`config.mk`:
```
export PLATFORM = sky130hd
export DESIGN_NAME = dmem_responder
export DESIGN_NICKNAME = d
export VERILOG_FILES = /design/src/rtl/dmem_pkg.sv /design/src/rtl/dmem_array.sv /design/src/rtl/dmem_responder.sv
export SDC_FILE = /design/constraint.sdc
export NUM_CORES = 2
export LEC_CHECK = 0
export CORE_ASPECT_RATIO = 0.6
export CORE_UTILIZATION = 40
export DETAILED_ROUTE_END_ITERATION = 16
export HOLD_SLACK_MARGIN = 0.08
export SETUP_SLACK_MARGIN = 0.15
export SLEW_MARGIN = 20
export SYNTH_ARGS = -nofsm -noshare
export SYNTH_HDL_FRONTEND = slang
export SYNTH_HIERARCHICAL = 1
export SYNTH_SLANG_ARGS = --single-unit
export TNS_END_PERCENT = 5
```
`constraint.sdc`:
```
create_clock -name clk -period 5.8 [get_ports clk]
set_input_delay 0.58 -clock clk [delete_from_list [all_inputs] [get_ports clk]]
set_output_delay 0.58 -clock clk [all_outputs]
set_load 0.1 [all_outputs]
```
`src/rtl/dmem_pkg.sv`:
```
// dmem_pkg: shared widths and FSM state encoding for the data-memory responder.
package dmem_pkg;
    localparam int DATA_W = 16;
    localparam int ADDR_W = 16;
    typedef enum logic [1:0] {IDLE, WAIT, RESP} dmem_state_t;
endpackage

```
`src/rtl/dmem_array.sv`:
```
// dmem_array: single-port synchronous RAM; read data is registered on the access edge.
module dmem_array
    import dmem_pkg::*;
#(
    parameter int DEPTH = 256,
    parameter int AW    = 8
) (
    input  logic              clk,
    input  logic              en,
    input  logic              we,
    input  logic [AW-1:0]     addr,
    input  logic [DATA_W-1:0] wdata,
    output logic [DATA_W-1:0] rdata
);
    logic [DATA_W-1:0] mem_q [DEPTH];
    always_ff @(posedge clk) begin
        if (en) begin
            if (we) mem_q[addr] <= wdata;
            rdata <= mem_q[addr];
        end
    end
endmodule

```
`src/rtl/dmem_responder.sv`:
```
// dmem_responder: valid/ready responder for the datapath data memory with programmable wait states.
// Request fields come straight from the inputs while IDLE and from the latch afterwards.
module dmem_responder
    import dmem_pkg::*;
#(
    parameter int DEPTH       = 256,
    parameter int WAIT_CYCLES = 2
) (
    input  logic              clk,
    input  logic              rst,
    input  logic              req_valid,
    output logic              req_ready,
    input  logic              mem_rd,
    input  logic              mem_wr,
    input  logic              lb,
    input  logic [ADDR_W-1:0] address,
    input  logic [DATA_W-1:0] data_in,
    output logic              resp_valid,
    output logic [DATA_W-1:0] data_out,
    output logic              resp_err,
    output logic              busy
);
    localparam int AW = DEPTH > 1 ? $clog2(DEPTH) : 1;
    localparam logic [3:0] CNT_INIT = WAIT_CYCLES == 0 ? 4'd0 : 4'(WAIT_CYCLES - 1);

    dmem_state_t       state_q, state_d;
    logic [3:0]        cnt_q, cnt_d;
    logic              rd_q, wr_q, lb_q;
    logic [ADDR_W-1:0] addr_q;
    logic [DATA_W-1:0] wdata_q, dout_q, rdata;
    logic              idle, accept, access, sel_rd, sel_wr, err;
    logic [ADDR_W-1:0] sel_addr;
    logic [DATA_W-1:0] sel_wdata, load_data;

    assign idle      = state_q == IDLE;
    assign accept    = idle && req_valid;
    assign sel_rd    = idle ? mem_rd : rd_q;
    assign sel_wr    = idle ? mem_wr : wr_q;
    assign sel_addr  = idle ? address : addr_q;
    assign sel_wdata = idle ? data_in : wdata_q;
    assign err       = sel_addr >= ADDR_W'(DEPTH) || sel_rd == sel_wr;

    always_comb begin
        state_d = state_q;
        cnt_d   = cnt_q;
        if (accept) begin
            state_d = WAIT_CYCLES == 0 ? RESP : WAIT;
            cnt_d   = CNT_INIT;
        end else if (state_q == WAIT) begin
            state_d = cnt_q == 4'd0 ? RESP : WAIT;
            cnt_d   = cnt_q == 4'd0 ? cnt_q : cnt_q - 4'd1;
        end else if (state_q == RESP) begin
            state_d = IDLE;
        end
    end

    // The array is touched only on the edge entering RESP; reset suppresses it so a
    // discarded store can never land.
    assign access = state_d == RESP && state_q != RESP && !rst;

    dmem_array #(.DEPTH(DEPTH), .AW(AW)) u_array (
        .clk   (clk),
        .en    (access),
        .we    (access && sel_wr && !err),
        .addr  (sel_addr[AW-1:0]),
        .wdata (sel_wdata),
        .rdata (rdata)
    );

    assign load_data  = err ? '0 : lb_q ? {8'h00, rdata[7:0]} : rdata;
    assign resp_valid = state_q == RESP;
    assign resp_err   = resp_valid && err;
    assign data_out   = resp_valid && rd_q ? load_data : dout_q;
    assign req_ready  = idle;
    assign busy       = !idle;

    always_ff @(posedge clk) begin
        if (rst) begin
            state_q <= IDLE;
            cnt_q   <= '0;
            dout_q  <= '0;
        end else begin
            state_q <= state_d;
            cnt_q   <= cnt_d;
            dout_q  <= data_out;
        end
    end

    always_ff @(posedge clk) begin
        if (accept) begin
            rd_q    <= mem_rd;
            wr_q    <= mem_wr;
            lb_q    <= lb;
            addr_q  <= address;
            wdata_q <= data_in;
        end
    end
endmodule
```
==> flow_summary.ini <==
[layout]
final_layout_size_suffix_gt1_share_pct = 28.9
fillerInstances = 31857
fin_nets = 7508
areaGrowthSynthToFinish_pct = 14.5
ff_latch_area_sq_um = 125000
multi_input_area_sq_um = 31700

[timing]
rsz0062_at_grt = false
drv_slew = 0
finalHoldViolCount = 0
worst_slew_margin_rel_pct = 20.0
holdWs_ps = 239
fmax_ghz = 0.182
tightestPinTransition_ps = 1200
skew_ps = 44.2
finalSetupViolations = 0
finalCriticalPeriod_ps = 5510
post-route-period-util_pct = 95.0

[cts]
clockBufferDepth = 4
cts_tree = done
clk_latency_ps = 940
clock-sinks = 4169
cts_buffers = 357
cts_htree_levels = 5
cts.clk_slew.worst_paths_ps = 70
cts-root-buf = clkbuf_16

[grt]
grt_pass1_wl_microns = 618000
track_usage_pct = 22.1
antenna_found_initial = 21
grt_max_degree = 156
overflow = 0
grt_pass1_vias = 76526

[power]
p_leak_nw = 55.4
total_power_mw = 65.1
p_clk_share_pct = 37.0
switching_power_mw = 15.7
internal-power_mw = 49.5
p_per_area_nw_per_um2 = 361
p_comb_share_pct = 10.9
p_sw_share_pct = 24.0
sequentialPowerShare_pct = 52.0
irDropWorstVdd_mv = 0.270

[detailed_routing]
routedWlPerCell_microns = 34.3
dr_total_vias = 79012
drt-total-wl_microns = 445000
antenna_left = 0
drc = 0
dr.pass1.iters = 8
drt_iter0_markers = 12608
via_per_inst = 6.09

[placed_design]
io_buffers = 57
globalplace.congestion = 0.852
dp_hpwl_microns = 271000

[die]
num_rows = 178
io_pins = 58
die_h_microns = 488
coreArea_sq_um = 392000
die_w_microns = 813
design.die.area_sq_um = 397000
start_util_pct = 40.2

[yosys]
synth_cells = 6875
async_reset_ff_share_pct = 0
syn-num-nets = 6915
synth.distinct_cells = 40
ys_warn_count = 6
avgSynthCellArea_sq_um = 22.9
ys_seq_area_share_pct = 79.2
synth_edf_count = 4147
synth_seq_cells = 4169
synth_top_flop_cell = edfxtp_1
synthesis.area_sq_um = 158000

[worst_setup_path]
required_ps = 6420
crit_path_end_kind = flip-flop
startpoint_type = flip-flop
critPathMaxFanout = 18
worst_ep_arrival_time_ps = 6130
critical_path_class = flip-flop to flip-flop

[min_path]
min_path_type = primary input to flip-flop

[flow_run]
maxCapViolCount = 0

[status]
status = finished, final reports clean
layer usage:
metal | track usage [%] | share of wire, % | routed length, microns
met2 | 31.1 | 43 | 190000
met1 | 33.7 | 42 | 185000
met4 | 4.48 | 2.1 | 9480
met3 | 7.17 | 14 | 60400
met5 | 0 | 0.0061 | 27
placed cells by master, fill, tap and decap left out, types with 4 or more instances in the layout:
cell type and n:
mux2_1 6, clkinv_2 64, clkbuf_16 370, mux4_2 1024
clkdlybuf4s50_1 40, nor2_1 254, clkbuf_8 7, nor2_2 6
nor4_2 4, bufinv_16 31, nor2b_1 11, mux2_8 18
clkbuf_1 78, a21oi_1 254, o41ai_1 28, dfxtp_1 22
buf_4 532, xor2_1 4, clkinv_1 70, nand2_1 15
buf_2 4, nor3_1 4, edfxtp_1 4147, a21oi_2 7
nand4_1 16, diode_2 9, nand3_1 6, buf_12 73
clkinvlp_4 11, o41ai_2 33, a22oi_1 512, nand2_2 18
a22o_1 32, clkinv_8 5
sequential cells by signal, summed over array words and instances (netlist names):
signal and cells:
dout_q 16, addr_q 16, lb_q 1, wr_q 1, state_q 2, rd_q 1
u_array/rdata 16, cnt_q 4, wdata_q 16, u_array/mem_q 4096
final cells by class:
type / count / area share, %
timing repair buffer: 653 / 3.30
tap: 5220 / 3.62
clock buffer: 455 / 5.34
inverter: 4 / 0.00901
sequential: 4169 / 69.2
multi-input combinational: 2283 / 17.5
clock inverter: 187 / 0.979
antenna: 9 / 0.0125
critical path: stages, from the launching register on:
cell and delay (ps):
dfxtp_1 420, or2_4 170, clkinv_2 420, mux2_8 730, buf_12 330, buf_12 220, mux4_2 510, a22oi_1 730
a21oi_1 410, o41ai_4 780, buf_4 260, nand4_1 110
final timing paths:
path / from / endpoint / slack (ps) / cells after the start
hold reg to reg: dout_q[4]$_SDFF_PP0_ / dout_q[4]$_SDFF_PP0_ / 490 / 1
hold / removal: lb / lb_q$_DFFE_PP_ / 240 / 1
setup reg to reg: state_q[1]$_SDFF_PP0_ / u_array/rdata[1]$_DFFE_PP_ / 290 / 11
setup / recovery: state_q[1]$_SDFF_PP0_ / u_array/rdata[1]$_DFFE_PP_ / 290 / 11
power by group through the flow:
stage	clock network (mW)	registers [mW]	logic, mW
3_3_place_gp	0	34.5	6.96
3_5_place_dp	0	34.5	7.11
6_report	24.1	33.9	7.13
4_1_cts	24.4	33.9	7.12
5_1_grt	25.5	33.9	7.46
2_1_floorplan	0	34.7	3.85
synthesized netlist by cell type (2+ instances only):
master / count / share of area [%]
a21oi_1: 260 / 0.83
a22o_1: 32 / 0.18
a22oi_1: 512 / 2.4
and2_1: 4 / 0.016
buf_1: 32 / 0.076
buf_2: 102 / 0.32
buf_4: 12 / 0.057
clkbuf_1: 272 / 0.65
dfxtp_1: 22 / 0.28
edfxtp_1: 4147 / 79
ha_1: 2 / 0.016
inv_1: 3 / 0.0071
mux2_1: 19 / 0.14
mux2_2: 5 / 0.036
mux4_2: 1024 / 15
nand2_1: 32 / 0.076
nand2b_1: 3 / 0.012
nand3_1: 6 / 0.019
nand4_1: 16 / 0.063
nor2_1: 261 / 0.62
nor2b_1: 16 / 0.063
nor3_1: 5 / 0.016
nor3b_1: 2 / 0.0095
nor4_2: 4 / 0.032
o41ai_1: 64 / 0.36
xor2_1: 4 / 0.022
repair_timing:
item	in CTS	in global routing
endpoints found under the setup margin	1	1
buffers inserted	0	0
gates resized for setup	1	1
hold buffers	0	0
hold endpoints to repair	0	0
through the flow:
stage	std cells	TNS (ps)	util [%]	setup WS (ps)	cell area, sq um
2_1_floorplan	6875	0	-	464	158000
3_3_place_gp	12317	-1240	43.1	-982	169000
3_5_place_dp	12327	0	43.1	131	169000
4_1_cts	12969	0	46.0	266	180000
5_1_grt	12972	0	46.0	282	181000
6_report	12980	0	46.0	291	181000
kinds of logic (layout without fill, tap and decap cells):
logic type,after synthesis,count (layout),synth area share (%)
flops,4169,4169,79.2
buf+inv,423,1299,1.12
other cells,0,9,0
simple gates,356,356,0.974
fa+ha+maj,2,2,0.0159
compound gates,872,872,3.82
xor+xnor,5,5,0.0278
mux,1048,1048,14.8
Power figures use the tool's default switching activity.
